<file path="src/rtl/fetch_unit.sv">
// PC register and IF/ID pipeline register: drives the instruction memory address, captures the
// returned word and hands instruction, PC, link value and fetch-fault flags to decode.
module fetch_unit #(
  parameter logic [31:0] PC_RESET  = 32'h0000_3000,
  parameter logic [31:0] EXC_ENTRY = 32'h0000_4180,
  parameter logic [31:0] IM_BASE   = 32'h0000_3000,
  parameter logic [31:0] IM_END    = 32'h0000_4FFC
) (
  input  logic        clk,
  input  logic        reset,
  input  logic        stall,
  input  logic        flush,
  input  logic        exc_enter,
  input  logic        eret,
  input  logic [31:0] epc,
  input  logic        redirect,
  input  logic [31:0] redirect_pc,
  input  logic        is_jb_d,
  input  logic [31:0] instr_f,
  output logic [31:0] pc_f,
  output logic [31:0] instr_d,
  output logic [31:0] pc_d,
  output logic [31:0] pc8_d,
  output logic        adel_d,
  output logic        bd_d
);

  logic [31:0] fetch_pc_q, fetch_pc_d;
  logic [31:0] ifid_instr_q, ifid_instr_d;
  logic [31:0] ifid_pc_q, ifid_pc_d;
  logic        ifid_adel_q, ifid_adel_d;
  logic        ifid_bd_q, ifid_bd_d;
  logic        fetch_err;

  assign fetch_err = (fetch_pc_q[1:0] != 2'b00) || (fetch_pc_q < IM_BASE)
                     || (fetch_pc_q > IM_END);

  // Next fetch PC; exception and eret win over a decode stall.
  always_comb begin
    fetch_pc_d = fetch_pc_q + 32'd4;
    if (exc_enter) begin
      fetch_pc_d = EXC_ENTRY;
    end else if (eret) begin
      fetch_pc_d = epc;
    end else if (stall) begin
      fetch_pc_d = fetch_pc_q;
    end else if (redirect) begin
      fetch_pc_d = redirect_pc;
    end
  end

  // Redirect does not squash IF/ID: the delay slot being fetched proceeds.
  always_comb begin
    ifid_instr_d = ifid_instr_q;
    ifid_pc_d    = ifid_pc_q;
    ifid_adel_d  = ifid_adel_q;
    ifid_bd_d    = ifid_bd_q;
    if (exc_enter || eret || flush) begin
      ifid_instr_d = 32'h0;
      ifid_pc_d    = fetch_pc_q;
      ifid_adel_d  = 1'b0;
      ifid_bd_d    = 1'b0;
    end else if (!stall) begin
      ifid_pc_d = fetch_pc_q;
      ifid_bd_d = is_jb_d;
      if (fetch_err) begin
        // Faulting fetch becomes a nop tagged with AdEL; memory output is ignored.
        ifid_instr_d = 32'h0;
        ifid_adel_d  = 1'b1;
      end else begin
        ifid_instr_d = instr_f;
        ifid_adel_d  = 1'b0;
      end
    end
  end

  always_ff @(posedge clk) begin
    if (reset) begin
      fetch_pc_q   <= PC_RESET;
      ifid_instr_q <= 32'h0;
      ifid_pc_q    <= 32'h0;
      ifid_adel_q  <= 1'b0;
      ifid_bd_q    <= 1'b0;
    end else begin
      fetch_pc_q   <= fetch_pc_d;
      ifid_instr_q <= ifid_instr_d;
      ifid_pc_q    <= ifid_pc_d;
      ifid_adel_q  <= ifid_adel_d;
      ifid_bd_q    <= ifid_bd_d;
    end
  end

  assign pc_f    = fetch_pc_q;
  assign instr_d = ifid_instr_q;
  assign pc_d    = ifid_pc_q;
  assign pc8_d   = ifid_pc_q + 32'd8;
  assign adel_d  = ifid_adel_q;
  assign bd_d    = ifid_bd_q;

endmodule
</file>
<file path="config.mk">
export PLATFORM = sky130hd
export DESIGN_NAME = fetch_unit
export DESIGN_NICKNAME = d
export VERILOG_FILES = /design/src/rtl/fetch_unit.sv
export SDC_FILE = /design/constraint.sdc
export NUM_CORES = 1
export LEC_CHECK = 0
export CORE_MARGIN = 2
export CORE_UTILIZATION = 38
export CTS_BUF_LIST = sky130_fd_sc_hd__clkbuf_4 sky130_fd_sc_hd__clkbuf_8
export CTS_CLUSTER_SIZE = 16
export DETAILED_ROUTE_END_ITERATION = 8
export PLACE_DENSITY = 0.73
export SLEW_MARGIN = 25
export SYNTH_ARGS = -nofsm -noshare
export SYNTH_HDL_FRONTEND = slang
export SYNTH_SLANG_ARGS = --single-unit
</file>
<file path="constraint.sdc">
create_clock -name clk -period 2.06 [get_ports clk]
set_input_delay 0.515 -clock clk [delete_from_list [all_inputs] [get_ports clk]]
set_output_delay 0.515 -clock clk [all_outputs]
set_load 0.01 [all_outputs]
</file>
After elaboration in Yosys (flattened, before gate mapping)
Index checks and enable logic that the tools add are counted.

storage, ports and cells
  bits of input ports = 104
  output and inout port bits = 130
  word-level logic and storage cells = 28
  register bits = 98

cells by class
  add/subtract/negate cells = 2
  equal/unequal tests = 3
  multiplexer cells = 8
  reduce and logical (&&, ||, !) cells = 7
  order comparisons = 2

operators by type and width
  kind                   number
  $mux 32                6
  $add 32x3->32 const B  1
  $add 32x4->32 const B  1
  $gt 32x15->1 const B   1
  $lt 32x14->1 const B   1
  $mux 15                1
  $logic_or 1x1->1       4
  $ne 2x1->1 const B     2
  $reduce_or 2->1        2
  $ne 3x1->1 const B     1
  $reduce_bool 2->1      1
  $mux 1                 1

Longest topological paths before layout
Gate-level depths: netlist of run 1.

  depth in word-level cells = 5
  mapped depth = 9
  depth with buffers taken out = 6

Least setup slack after synthesis of run 1
No wires, ideal clock.

  path kind = register to output
  start = register ifid_pc_q[9] (netlist: pc_d[9])
  end = output pc8_d[31]
  cell stages (with the launch flop) = 6
  buffers on the path = 0
  path slack = -275 ps
  arrival time = 1820 ps
  required time = 1545 ps
  cells stage by stage = dfxtp_1 nand4_2 or2_1 or4_4 nor3_2 xor2_1

between the ends
  longest elaborated chain between the ends = 1

ends and longest elaborated chain
  element                   line  RTL
  start: declaration        30    logic [31:0] ifid_pc_q, ifid_pc_d;
  start signal: assignment  87    ifid_pc_q <= ifid_pc_d;
  $add 32x4->32             96    assign pc8_d = ifid_pc_q + 32'd8;
  end: declaration          23    output logic [31:0] pc8_d,

Every way passes these cells.

Final worst setup path of run 1
  start = register ifid_pc_q[10] (netlist: pc_d[10])
  end = output pc8_d[31]

The elaborated chain is that of the path after synthesis.

==> results of run 1 <==
## stage by stage
stage	cells	hold slack, ns
6_report	1157	0.479
5_1_grt	1157	0.494
4_1_cts	1155	0.481
3_5_place_dp	1137	0.471
3_3_place_gp	1137	0.456
2_1_floorplan	674	0.474
## state kept, by name, indices dropped and copies added, names as in the netlist, named ones only
register	cells
instr_d	32
adel_d	1
pc_d	32
bd_d	1
pc_f	30
## worst paths after layout
path / start / to / slack (ns) / cells past startpoint
max: pc_d[10]$_SDFFE_PP0P_ / pc8_d[31] / -0.55 / 6
min: pc_d[0]$_SDFFE_PP0P_ / pc_d[0]$_SDFFE_PP0P_ / 0.48 / 2
max reg2reg: pc_f[3]$_SDFFE_PP0P_ / pc_f[26]$_SDFFE_PP0P_ / 0.16 / 6
min reg2reg: pc_d[0]$_SDFFE_PP0P_ / pc_d[0]$_SDFFE_PP0P_ / 0.48 / 2
## cell families (layout without fill, tap and decap cells)
group           after synthesis  after routing  share of synthesized area
simple gates                278            278                      0.255
xor+xnor                     28             28                     0.0479
fa+ha+maj                     2              2                    0.00489
compound gates              191            191                      0.237
mux                          10             10                     0.0196
buf+inv                      67            373                     0.0526
flops                        98             98                      0.383
other cells                   0              1                          0
## routing by layer
layer,routed length (um),vias to the layer above,share of wire
li1,-,3025,-
met1,7900,2965,0.40
met2,9650,319,0.48
met3,1860,43,0.093
met4,559,0,0.028
met5,0,-,0
## power by group through the flow
stage | combinational, W | clock [W] | sequential, W
detailed placement | 0.000918 | 0 | 0.00206
finish | 0.000912 | 0.00170 | 0.00202
CTS | 0.000908 | 0.00174 | 0.00201
global route | 0.000981 | 0.00183 | 0.00203
global placement | 0.000904 | 0 | 0.00205
floorplan | 0.000307 | 0 | 0.00209
## cell usage after synthesis, types with 3 or more instances
master    instances  area, um^2
xor2_1           10        87.6
a31oi_1           6        37.5
and3_1           16         100
a211oi_1          6        45.0
nor2_1           76         285
mux2i_1          10         100
o21ai_0          36         180
nand2b_1          3        18.8
and4_1            9        78.8
clkbuf_1         41         154
o22ai_1           6        37.5
nand2_1         102         383
xnor2_1          18         158
a221oi_1          4        35.0
buf_4             3        22.5
buf_2             4        20.0
buf_1             5        18.8
nand3_1          16        80.1
inv_1            12        45.0
nor4_1           11        68.8
a222oi_1          3        30.0
a22oi_1          34         255
nor3_1           15        75.1
nand4_1          10        62.6
a21oi_1          67         335
or2_2             3        18.8
a211o_1           3        26.3
a22o_1            4        35.0
dfxtp_1          98        1960
a221o_1           5        50.1
nor2b_1           4        25.0
## cell usage in the layout, fill, tap and decap left out, drive strengths merged, types with 14 or more instances in the layout
master           n
clkdlybuf4s50  203
clkbuf          14
xnor2           18
dfxtp           98
buf            135
and3            16
a21oi           67
nor2            76
nand2          102
o21ai           36
nand3           16
nor3            16
a22oi           34
## final cells by class
class	count	area, um^2
Antenna cell	1	2.50
Clock buffer	12	165
Clock inverter	4	120
Fill cell	1084	4430
Inverter	13	48.8
Multi-Input combinational cell	509	3080
Sequential cell	98	2000
Tap cell	176	220
Timing Repair Buffer	344	3120
## worst max-delay path: cells and delay by family (launching register included)
kind	cells	cell delay [ns]
simple gates	4	1.05
flops	1	0.37
xor+xnor	1	0.16
buf+inv	1	0.15
## what timing repair did
action	CTS	global route
setup buffers	2	1
resized for setup	122	37
setup endpoints to repair	31	33
pin swaps	12	20
==> reports/qor.csv, run 1 <==
metric,value,unit
Net Sw Frac,0.246,
Layout area overhead,71.1,%
"Design Area, Final",0.00876,mm^2
largest fanout on the critical path,4,
syn nets,780,
Max stage delay on crit path,0.56,ns
P per Cell Area,529,mW/mm^2
Gate power share,0.197,
ys flop type,dfxtp_1,
largest net degree at the start of global routing,36,
fmax,0.384,GHz
final period utilization,1.26,
fin nets,1081,
met1 Use GR,0.328,
CTS tree,built,
Post-Route WL,20.0,mm
mapped cell area,0.00512,mm^2
starting density of the core,0.388,
Max Slew Vio Count,0,
setup tns final,-6.47,ns
Pwr Total,0.00463,W
maxcap violations,0,
min-delay worst type,reg -> reg,
Max IR drop VDD,0.422,mV
Post-Route Skew,0.00839,ns
GR Util All Layers,0.275,
"antenna viol nets, final",0,
CTS Hold Bufs,0,
die area,0.0144,mm^2
CP Launch Type,register,
setup ws final,-0.546,ns
routability cong.,0.901,
worst path required time,1.54,ns
Core Region,0.0132,mm^2
RSZ-0062 raised after global routing,yes,
failing checks,negative setup slack,
final core occ,0.664,
worst slew pin tran,0.415,ns
Die X,120,um
gr busiest metal,met2,
sequential share of the synthesized area,0.383,
GR Util met3,0.0760,
grt ovf,0,
# rows,42,
clk sink count,98,
part of the power in registers,0.435,
Tmin final,2.61,ns
Post-route DRC,0,
vias per inst,5.49,
clock-pin slew of the registers on the worst-case setup and hold paths,0.09,ns
cell count after synthesis,674,
first-pass GRT wire length,31.6,mm
post-place setup slack,-0.621,ns
post-synthesis async set-or-reset flop share,0,
critical path arrival,2.09,ns
H-tree Lvls,3,
Slew Limit Headroom,0.716,
yosys warns,0,
library cells used by synthesis,57,
First-pass DRT Iterations,5,
via count,6352,
kind of critical path,reg -> out,
Crit. End Element,output port,
Leak,3.42,nW
final setup vio count,21,
share of layout cells above drive strength 1,0.221,
HPWL after detailed placement,15.4,mm
"flops & latches, synth",98,
met2 usage,0.457,
drt first-iter violations,402,
worst-case clock buffer depth,2,
TritonCTS Buffers,9,
final hold vios,0,
Crit-path slowest cell,or4_4,
Avg Synthesized Cell Area,7.59,um^2
die height,120,um
vias in the first global route,6363,
clock root buffer,clkbuf_8,
Port Buffers,233,
routed len/inst,17.3,um
Post-synth EDFFs,0,
internal cell power,0.00349,W
"Cell Chain, Critical Path",nand4_4 -> or2_4 -> or4_4 -> nor3_4 -> xor2_1 -> buf_2,
Clk pwr share,0.368,
NetSw,0.00114,W
initial antenna violation count,1,
status,"complete, but fails checks",
Top Ports,234,
worst skew pair latency,0.38,ns
DP Area,0.00836,mm^2
Power figures use the tool's default switching activity.
==> run 2, diff against run 1 <==
--- a/config.mk
+++ b/config.mk
@@ -6,11 +6,11 @@
 export NUM_CORES = 1
 export LEC_CHECK = 0
 export CORE_MARGIN = 2
-export CORE_UTILIZATION = 38
+export CORE_UTILIZATION = 35
 export CTS_BUF_LIST = sky130_fd_sc_hd__clkbuf_4 sky130_fd_sc_hd__clkbuf_8
 export CTS_CLUSTER_SIZE = 16
 export DETAILED_ROUTE_END_ITERATION = 8
-export PLACE_DENSITY = 0.73
+export PLACE_DENSITY = 0.68
 export SLEW_MARGIN = 25
 export SYNTH_ARGS = -nofsm -noshare
 export SYNTH_HDL_FRONTEND = slang
==> reports/qor.csv, run 2 (synthesized netlist as in run 1, its figures left out) <==
metric,value,unit
final hold vios,0,
CP Launch Type,register,
CTS tree,built,
HPWL after detailed placement,14.6,mm
Slew Limit Headroom,0.727,
Layout area overhead,67.0,%
GR Util met3,0.0620,
largest net degree at the start of global routing,34,
Die X,125,um
Post-Place Cells,1142,
min-delay worst type,reg -> reg,
Leak,3.33,nW
met1 Use GR,0.304,
Post-Route Skew,0.0133,ns
worst slew pin tran,0.399,ns
met2 usage,0.388,
die area,0.0156,mm^2
final setup vio count,22,
via count,6091,
share of layout cells above drive strength 1,0.207,
clock root buffer,clkbuf_8,
Top Ports,234,
worst path required time,1.54,ns
initial antenna violation count,0,
Post-route DRC,0,
maxcap violations,0,
most frequent cells in the layout,"clkdlybuf4s50_1, buf_4, nand2_1, dfxtp_1",
final period utilization,1.24,
Ant. Diodes,0,
vias in the first global route,5967,
CTS Hold Bufs,0,
H-tree Lvls,3,
Hold WS,0.475,ns
failing checks,negative setup slack,
setup tns final,-6.52,ns
fin nets,1078,
drt first-iter violations,420,
worst skew pair latency,0.38,ns
fmax,0.391,GHz
final cell count without fillers,1161,
grt ovf,0,
# rows,44,
DP Area,0.00833,mm^2
routed len/inst,16.4,um
Tmin final,2.56,ns
P per Cell Area,489,mW/mm^2
"Design Area, Final",0.00855,mm^2
kind of critical path,reg -> out,
Max Slew Vio Count,0,
status,"complete, but fails checks",
"antenna viol nets, final",0,
"most common cell after layout, fill and taps aside",clkdlybuf4s50_1,
die height,125,um
clk sink count,98,
GR Util All Layers,0.237,
starting density of the core,0.355,
routability cong.,0.884,
Max IR drop VDD,0.438,mV
worst-case clock buffer depth,2,
Layout fillers,1389,
Core Region,0.0144,mm^2
Post-Route WL,19.0,mm
first-pass GRT wire length,30.3,mm
RSZ-0062 raised after global routing,yes,
largest fanout on the critical path,4,
Crit. End Element,output port,
Port Buffers,233,
TritonCTS Buffers,9,
vias per inst,5.25,
clock-pin slew of the registers on the worst-case setup and hold paths,0.09,ns
gr busiest metal,met2,
critical path arrival,2.04,ns
First-pass DRT Iterations,6,
setup ws final,-0.499,ns
## run 2: per-layer routing
metal  share of wire  wire length [um]
met1            0.44              8360
met2            0.45              8620
met3           0.087              1650
met4           0.019               369
met5               0                 0
## run 2: metrics by stage
step / util / power [W] / setup WS, ns
CTS: 0.590 / 0.00421 / -0.540
floorplan: - / 0.00239 / -0.143
finish: 0.593 / 0.00418 / -0.499
detailed placement: 0.577 / 0.00296 / -0.617
global placement: 0.577 / 0.00295 / -0.572
global route: 0.593 / 0.00435 / -0.599
## run 2: where the power goes
group	leakage, nW	total [W]	internal [W]	switching [W]
Sequential	0.807	0.00202	0.00195	0.0000653
Clock	0.100	0.00128	0.000587	0.000695
Combinational	2.42	0.000887	0.000499	0.000388
Total	3.33	0.00418	0.00304	0.00115
## run 2: worst paths after layout
kind,startpoint,end,slack [ns],cells after the start
setup / recovery,pc_d[5]$_SDFFE_PP0P_,pc8_d[31],-0.50,6
hold / removal,pc_d[30]$_SDFFE_PP0P_,pc_d[30]$_SDFFE_PP0P_,0.48,2
setup reg to reg,pc_f[3]$_SDFFE_PP0P_,pc_f[26]$_SDFFE_PP0P_,0.15,6
hold reg to reg,pc_d[30]$_SDFFE_PP0P_,pc_d[30]$_SDFFE_PP0P_,0.48,2
## run 2: area by class of cell
type                            instances  area, um^2  area share
Timing Repair Buffer                  341        3060       0.358
Multi-Input combinational cell        509        3020       0.353
Sequential cell                        98        2000       0.233
Tap cell                              184         230      0.0269
Clock buffer                           11         139      0.0162
Clock inverter                          5        53.8     0.00629
Inverter                               13        48.8     0.00571
## run 2: worst max-delay path: stages (launching register included)
cell and delay [ns]:
dfxtp_2 0.34, and4_4 0.26, nand2_1 0.09, or4_4 0.55, nor3_4 0.14, xor2_1 0.15
buf_2 0.14
## run 2: repair_timing
item	CTS	global route
resized for setup	121	17
endpoints found under the setup margin	30	32
endpoints found under the hold margin	0	0
pin swaps	15	12
buffers inserted	2	1
==> run 3, diff against run 2 <==
--- a/config.mk
+++ b/config.mk
@@ -10,7 +10,7 @@
 export CTS_BUF_LIST = sky130_fd_sc_hd__clkbuf_4 sky130_fd_sc_hd__clkbuf_8
 export CTS_CLUSTER_SIZE = 16
 export DETAILED_ROUTE_END_ITERATION = 8
-export PLACE_DENSITY = 0.68
+export PLACE_DENSITY = 0.65
 export SLEW_MARGIN = 25
 export SYNTH_ARGS = -nofsm -noshare
 export SYNTH_HDL_FRONTEND = slang
==> constraint.sdc (replaced) <==
create_clock -name clk -period 2.5 [get_ports clk]
set_input_delay 0.625 -clock clk [delete_from_list [all_inputs] [get_ports clk]]
set_output_delay 0.625 -clock clk [all_outputs]
set_load 0.01 [all_outputs]
==> reports/qor.csv, run 3 (synthesized netlist as in run 1, its figures left out) <==
metric,value,unit
TritonCTS Buffers,9,
die height,125,um
die area,0.0156,mm^2
critical path arrival,2.04,ns
worst-case clock buffer depth,2,
CP Depth,6,
Post-route DRC,0,
status,"complete, but fails checks",
Tmin final,2.66,ns
CTS tree,built,
CP Launch Type,register,
Port Buffers,233,
DP Area,0.00806,mm^2
routability cong.,0.892,
H-tree Lvls,3,
"most common cell after layout, fill and taps aside",clkdlybuf4s50_1,
maxcap violations,0,
First-pass DRT Iterations,6,
share of layout cells above drive strength 1,0.164,
Slew Limit Headroom,0.629,
worst path required time,1.88,ns
Critical R2R Launch,pc_f[4]$_SDFFE_PP0P_,
Die X,125,um
Crit. End Element,output port,
vias in the first global route,6129,
Gate power share,0.206,
Core Region,0.0144,mm^2
vias per inst,5.43,
Clk pwr share,0.314,
via count,6137,
post-place setup slack,-0.327,ns
Max IR drop VDD,0.269,mV
"Cell Chain, Critical Path",and4_4 -> nand2_4 -> or4_4 -> nor3_4 -> xor2_1 -> buf_2,
largest net degree at the start of global routing,38,
Layout area overhead,63.5,%
"CP delay by family, top",simple AND/OR/NAND/NOR gates,
routed len/inst,17.4,um
final setup vio count,10,
setup ws final,-0.162,ns
final hold vios,0,
Max stage delay on crit path,0.59,ns
failing checks,negative setup slack,
GR Util All Layers,0.240,
RSZ-0062 raised after global routing,yes,
R2R Setup Slk,0.46,ns
fmax,0.376,GHz
Max Slew Vio Count,0,
Leak,3.18,nW
kind of critical path,reg -> out,
Top Ports,234,
CTS Hold Bufs,0,
largest fanout on the critical path,4,
first-pass GRT wire length,30.8,mm
CP Launch Point,pc_d[16]$_SDFFE_PP0P_,
starting density of the core,0.355,
min-delay worst type,reg -> reg,
part of the power in registers,0.479,
grt ovf,0,
clock-pin slew of the registers on the worst-case setup and hold paths,0.09,ns
Ant. Diodes,0,
P per Cell Area,415,mW/mm^2
worst skew pair latency,0.37,ns
clk sink count,98,
HPWL after detailed placement,14.9,mm
"antenna viol nets, final",0,
RR Endpoint,pc_f[21]$_SDFFE_PP0P_,
final core occ,0.580,
cells on worst reg2reg path,5,
"Design Area, Final",0.00837,mm^2
fin nets,1047,
most frequent cells in the layout,"clkdlybuf4s50_1, nand2_1, dfxtp_1, buf_4",
final period utilization,1.06,
drt first-iter violations,416,
Post-Route Skew,0.00861,ns
Hold WS,0.479,ns
clock root buffer,clkbuf_8,
internal cell power,0.00253,W
# rows,44,
Net Sw Frac,0.272,
Crit-path slowest cell,or4_4,
Post-Route WL,19.7,mm
worst slew pin tran,0.557,ns
setup tns final,-1.15,ns
Worst Path Buf+Inv,1,
CP endpoint,pc8_d[31],
NetSw,0.000943,W
initial antenna violation count,0,
run 3: cell types whose count changed in the layout (fill, tap and decap cells not counted), moves of 5 or more:
cell	delta
buf_2	-8
clkdlybuf4s50_1	+6
dfxtp_1	+7
dlygate4sd2_1	+5
buf_4	-30
dfxtp_2	-5
run 3: power by group through the flow:
| stage | logic [W] | registers [W] | clock network (W) |
|---|---|---|---|
| after CTS | 0.000714 | 0.00166 | 0.00112 |
| final | 0.000717 | 0.00166 | 0.00109 |
| after global routing | 0.000773 | 0.00167 | 0.00119 |
| after global placement | 0.000709 | 0.00169 | 0 |
| after floorplan | 0.000253 | 0.00172 | 0 |
| after detailed placement | 0.000722 | 0.00170 | 0 |
run 3: worst min-delay path by stage:
stage	cells past startpoint	from	end
CTS	2	pc_d[1]$_SDFFE_PP0P_	pc_d[1]$_SDFFE_PP0P_
finish	2	pc_d[1]$_SDFFE_PP0P_	pc_d[1]$_SDFFE_PP0P_
floorplan	2	pc_d[30]$_SDFFE_PP0P_	pc_d[30]$_SDFFE_PP0P_
global placement	2	pc_d[1]$_SDFFE_PP0P_	pc_d[1]$_SDFFE_PP0P_
detailed placement	2	pc_d[30]$_SDFFE_PP0P_	pc_d[30]$_SDFFE_PP0P_
global route	2	pc_d[0]$_SDFFE_PP0P_	pc_d[0]$_SDFFE_PP0P_
run 3: repair_timing:
action	in CTS	in global routing
endpoints found under the setup margin	23	18
pin swaps	3	6
gates resized for setup	75	42
setup buffers	0	2
run 3: metrics by stage:
stage | total power, W | std cells
after floorplan | 0.00197 | 674
final | 0.00347 | 1130
after CTS | 0.00350 | 1128
after global routing | 0.00364 | 1130
after detailed placement | 0.00242 | 1112
after global placement | 0.00240 | 1112
run 3: cell type report:
type / instances / area (um^2)
multi-input cells: 509 / 3030
inverters: 13 / 48.8
clock buffers: 12 / 159
clock inverters: 4 / 50.0
fillers: 1355 / 6050
repair buffers: 310 / 2870
well taps: 184 / 230
flip-flops and latches: 98 / 1980
run 3: worst min-delay path, delay by kind of cell, from the launching register on:
kind            cells  cell delay [ns]
compound gates      1             0.05
simple gates        1             0.06
flops               1             0.33
run 3: metal layers:
metal	vias up	wire length (um)	global-route usage
met3	32	1770	0.0753
met5	-	0	0
met1	2891	8190	0.290
met4	0	437	0.0863
met2	269	9250	0.403
li1	2945	-	-
==> edit 1 (flow settings as in run 3) <==
Make the reset (`reset`) asynchronous in one clocked block.
--- a/src/rtl/fetch_unit.sv
+++ b/src/rtl/fetch_unit.sv
@@ -74,7 +74,7 @@
     end
   end
 
-  always_ff @(posedge clk) begin
+  always_ff @(posedge clk or posedge reset) begin
     if (reset) begin
       fetch_pc_q   <= PC_RESET;
       ifid_instr_q <= 32'h0;
Behaviour: differs if reset is asserted again (counterexample within 4 cycles, from zero or initial values and one cycle with reset high); with reset held inactive, the same outputs for 4 cycles.
==> edit 1 against run 3 <==
The run still ends with setup timing left. Cell area is 6.7% higher. Setup slack got worse by 0.037 ns. Synthesized area is 10% higher. Power up 13%. Sequential share of layout area is 3.8 points higher. Sequential cell count unchanged. First-iteration DRC count increased by 8.4%. Fmax is 1.4% lower. Global-route usage shrank 0.45 points. Combinational power increased by 46%. Synthesized cell count shrank 15%. Critical path depth rose by 1. Wire length increased by 4.2%. Critical path type unchanged. Highest routed layer unchanged.
==> edit 1: results (changes against run 3) <==
[outcome]
outcome = complete, but fails checks
violations = setup timing

[hold_path]
min_from = adel_d

[sta]
final.setup.tns_ns = -2.04  ; -0.887 ns
finClkSkew_ns = 0.0171  ; +0.00848 ns
setup_viol = 16  ; +6
finalWorstSetupSlack_ns = -0.200  ; -0.0375 ns

[critical_path]
critPathMaxStageDelay_ns = 0.40  ; -0.19 ns
startpoint = pc_d[4]
crit_slowest_cell = dfrtp_1
r2r-start = pc_f[12]

[pwr]
power_switching_share_pct = 30.5  ; +3.4 points
leakage_nw = 3.88  ; +22%
peakVddDrop_uv = 273  ; +1.3%

[logic_synthesis]
ys_types = 70  ; +23%
async_flop_share_pct = 100  ; +100 points
synthTopCellsByCount = dfrtp_1, nor2_1, a22o_1, nand2_1
ys_seq_area_share_pct = 43.6  ; +5.3 points
syn_inst = 574  ; -15%
synth_area_leaders = dfrtp_1, mux2_2, a22o_1
synth_nets = 680  ; -13%

[global_route]
grt_pass1_wl_um = 31200  ; +1.4%
grt_max_degree = 37  ; -2.6%
grt_usage_pct = 23.5  ; -0.45 points

[placement]
dpl_worst_slack_ns = -0.278  ; +0.0482 ns
dp.cells = 1055  ; -5.1%
dp_hpwl_um = 15700  ; +5.2%
gp_congestion = 0.904  ; +1.3%

[final_layout]
nets = 964  ; -7.9%
drive_gt1_share_pct = 21.2  ; +4.8 points

[routing]
via_count = 5833  ; -5.0%
wl_um = 20500  ; +4.2%

## edit 1: cell count changes after synthesis, sizes merged, moves of 7 or more
| cell | before | now |
|---|---|---|
| and2 | 1 | 8 |
| nor2 | 76 | 41 |
| nand4 | 12 | 19 |
| nand2 | 102 | 34 |
| mux2 | 0 | 30 |
| a22oi | 34 | 3 |
| dfrtp | 0 | 96 |
| o21ai | 36 | 24 |
| a22o | 4 | 37 |
| dfxtp | 98 | 0 |
| a21oi | 67 | 30 |
| clkbuf | 42 | 15 |
| o211ai | 1 | 9 |
| buf | 12 | 32 |
## edit 1: layer usage
metal	track usage, %	wire [µm]
met5	0	0
met1	29.2	8370
met3	6.19	1780
met2	39.6	9820
met4	8.32	503
## edit 1: worst paths after layout
kind | to | slack (ns)
worst min register to register | adel_d | 0.51
worst min-delay path | adel_d | 0.51
min in group asynchronous | pc_d[26] | 0.62
max in group asynchronous | pc_f[12] | 1.25
worst max register to register | pc_f[30] | 0.35
worst max-delay path | pc8_d[30] | -0.20
## edit 1: worst reg2reg max path: cells and delay by family (launching register included)
family	cells	cell delay, ns
AOI/OAI and AO/OA	1	0.09
and+or+nand+nor	4	1.28
DFF	1	0.67
## edit 1: final cells by class
cell class                 count  area, µm²
sequential                    98       2450
tap                          216        270
multi-input combinational    413       2960
clock buffer                   9        124
clock inverter                 7       83.8
fill                        1379       6900
inverter                      16       63.8
timing repair buffer         320       2980
## edit 1: timing repair
| item | in CTS | in global routing |
|---|---|---|
| cloned | 0 | 0 |
| setup endpoints to repair | 25 | 21 |
| setup buffers | 7 | 1 |
| gates resized for setup | 102 | 8 |
| pin swaps | 20 | 10 |
## edit 1: kinds of logic after synthesis
| family | Yosys count | share of synthesized area [%] |
|---|---|---|
| flops | 98 | 43.6 |
| compound gates | 155 | 19.7 |
| xor+xnor | 28 | 4.35 |
| fa+ha+maj | 2 | 0.444 |
| simple gates | 189 | 18.7 |
| buf+inv | 63 | 5.60 |
| mux | 39 | 7.60 |
## edit 1: power by group through the flow
| stage | combinational [W] | clock, W | sequential [W] |
|---|---|---|---|
| final | 0.00105 | 0.00111 | 0.00178 |
| after CTS | 0.00106 | 0.00114 | 0.00178 |
| after global routing | 0.00113 | 0.00120 | 0.00179 |
| after global placement | 0.00107 | 0 | 0.00180 |
| after detailed placement | 0.00108 | 0 | 0.00181 |
| after floorplan | 0.000358 | 0 | 0.00184 |
==> edit 2 (config.mk and constraints of run 3) <==
Made on the original files. The parameter `PC_RESET` goes from 32'h0000_3000 to 32'h00001800.
--- a/src/rtl/fetch_unit.sv
+++ b/src/rtl/fetch_unit.sv
@@ -1,7 +1,7 @@
 // PC register and IF/ID pipeline register: drives the instruction memory address, captures the
 // returned word and hands instruction, PC, link value and fetch-fault flags to decode.
 module fetch_unit #(
-  parameter logic [31:0] PC_RESET  = 32'h0000_3000,
+  parameter logic [31:0] PC_RESET  = 32'h00001800,
   parameter logic [31:0] EXC_ENTRY = 32'h0000_4180,
   parameter logic [31:0] IM_BASE   = 32'h0000_3000,
   parameter logic [31:0] IM_END    = 32'h0000_4FFC
Formal check against the unedited RTL: not equivalent (Yosys sat finds a counterexample within 4 cycles, from zero or initial values and one cycle with reset high).
==> edit 2 against run 3 <==
The flow still finishes with violations (setup timing). Die area hardly changed. Clock power decreased by 8%. Synthesized area about the same. Cell area about the same. Final cell count is 1.2% lower. Global-route usage is essentially flat. Setup slack improved by 0.095 ns. Sequential share of layout area decreased by 0.17 points. Sequential cell count is the same. First-iteration DRC count shrank 10%. Wire length decreased by 0.37%. Power fell by 3.1%. Critical path type unchanged. Critical endpoint unchanged. Largest power group unchanged. Highest routed layer unchanged.
==> edit 2: results (changes against run 3) <==
[sta]
whs_ns = 0.481  ; +0.00175 ns
finClkSkew_ns = 0.00877  ; +0.000162 ns
final.setup.tns_ns = -0.0671  ; +1.08 ns
finalWorstSetupSlack_ns = -0.0671  ; +0.0951 ns
setup_viol = 1  ; -9

[pwr]
peakVddDrop_uv = 225  ; -16%
powerClk_w = 0.00100  ; -8%
leakage_nw = 3.23  ; +1.7%
power_per_cell_area_nw_per_um2 = 402  ; -3.2%
power.switching_w = 0.000971  ; +2.9%

[routing]
vias_per_cell = 5.46  ; +0.55%
drt_iter0_drc = 373  ; -10%
drt_pre_antenna_iters = 5  ; -1
via_count = 6094  ; -0.70%

[final_layout]
drive_gt1_share_pct = 16.5  ; +0.14 points
clk_share_pct = 2.21  ; -0.28 points
nClkBuffers = 10  ; -2
nNonClkInverters = 14  ; +1
fill_cells = 1320  ; -2.6%
seq_cell_count = 98  ; unchanged
syn2layout_area_growth_pct = 63.5  ; about the same
nets = 1033  ; -1.3%
buffers = 317  ; +2.3%
buf_share_pct = 35.0  ; +0.80 points
sh_seq_area_pct = 23.5  ; -0.17 points

[logic_synthesis]
ys_types = 55  ; -3.5%
synth_compound_area_share_pct = 26.0  ; +2.3 points
synth_nets = 755  ; -3.2%
muxShareOfSynthArea_pct = 1.76  ; -0.20 points
synth_top_area_share_pct = 38.3  ; about the same
synthAdderAreaFrac_pct = 0.489  ; about the same
syn_inst = 649  ; -3.7%
synth_xor_area_share_pct = 4.62  ; -0.17 points
ys_seq_area_share_pct = 38.3  ; about the same
synthTopCellsByCount = dfxtp_1, nand2_1, a21oi_1, nor2_1, clkbuf_1

[global_route]
grt_pass1_wl_um = 30700  ; -0.16%
met1_usage_pct = 31.2  ; +2.1 points
use_met2_pct = 41.4  ; +1.1 points
grt_max_degree = 39  ; +2.6%
grt_pass1_vias = 5771  ; -5.8%
met3_usage_pct = 2.82  ; -4.7 points

[placement]
dpl_worst_slack_ns = -0.0820  ; +0.245 ns
place_area_um2 = 8140  ; +0.99%
dp_hpwl_um = 15000  ; +0.41%

[outcome]
violations = setup timing
outcome = complete, but fails checks

[critical_path]
worst-path-max-fanout = 2  ; -2
r2r-start = pc_f[21]
crit_slowest_cell = dfxtp_2
critPathMaxStageDelay_ns = 0.34  ; -0.25 ns
r2r-end = pc_f[27]
reg2reg_slack_ns = 0.33  ; -0.13 ns

[hold_path]
whs_endpoint = pc_d[1]

==> edit 2: cell types whose count changed after synthesis, sizes merged, moves of 5 or more <==
| cell | change |
|---|---|
| a22oi | -25 |
| clkbuf | -6 |
| nand4 | +7 |
| and3 | -6 |
| a21oi | +18 |
| a22o | +29 |
| xor2 | -5 |
| nor2 | -36 |
| o21ai | -7 |
| nand3 | +8 |
==> edit 2: logic make-up (layout without fill, tap and decap cells) <==
kind of cell / Yosys count / count (layout)
compound gates: 205 / 205
flops: 98 / 98
xor+xnor: 27 / 27
mux: 9 / 9
fa+ha+maj: 2 / 2
simple gates: 244 / 244
buf+inv: 64 / 347
==> edit 2: what timing repair did <==
action                     4_1_cts  5_1_grt
gates resized for setup         79       31
hold endpoints to repair         0        0
pin swaps                       13       12
hold buffers                     0        0
setup buffers                    9        1
setup endpoints to repair       23       21
==> edit 2: worst max path at each step <==
stage | slack [ns] | cells past startpoint | start | end
2_1_floorplan | 0.02 | 5 | pc_d[13] | pc8_d[31]
6_report | -0.07 | 7 | pc_d[13] | pc8_d[31]
4_1_cts | -0.16 | 8 | pc_d[15] | pc8_d[31]
3_3_place_gp | -0.02 | 7 | pc_d[16] | pc8_d[29]
5_1_grt | -0.19 | 7 | pc_d[13] | pc8_d[31]
3_5_place_dp | -0.08 | 7 | pc_d[7] | pc8_d[29]
==> edit 2: stage by stage <==
| stage | utilization [%] | power, W |
|---|---|---|
| after floorplan | - | 0.00196 |
| after global placement | 56.4 | 0.00239 |
| after detailed placement | 56.4 | 0.00240 |
| after CTS | 58.2 | 0.00338 |
| after global routing | 58.1 | 0.00350 |
| final | 58.1 | 0.00337 |
==> edit 2: per-layer routing <==
metal / vias to the layer above / wire length (µm)
met5: - / 0
met2: 250 / 9530
met4: 0 / 444
li1: 2930 / -
met3: 29 / 1160
met1: 2885 / 8450
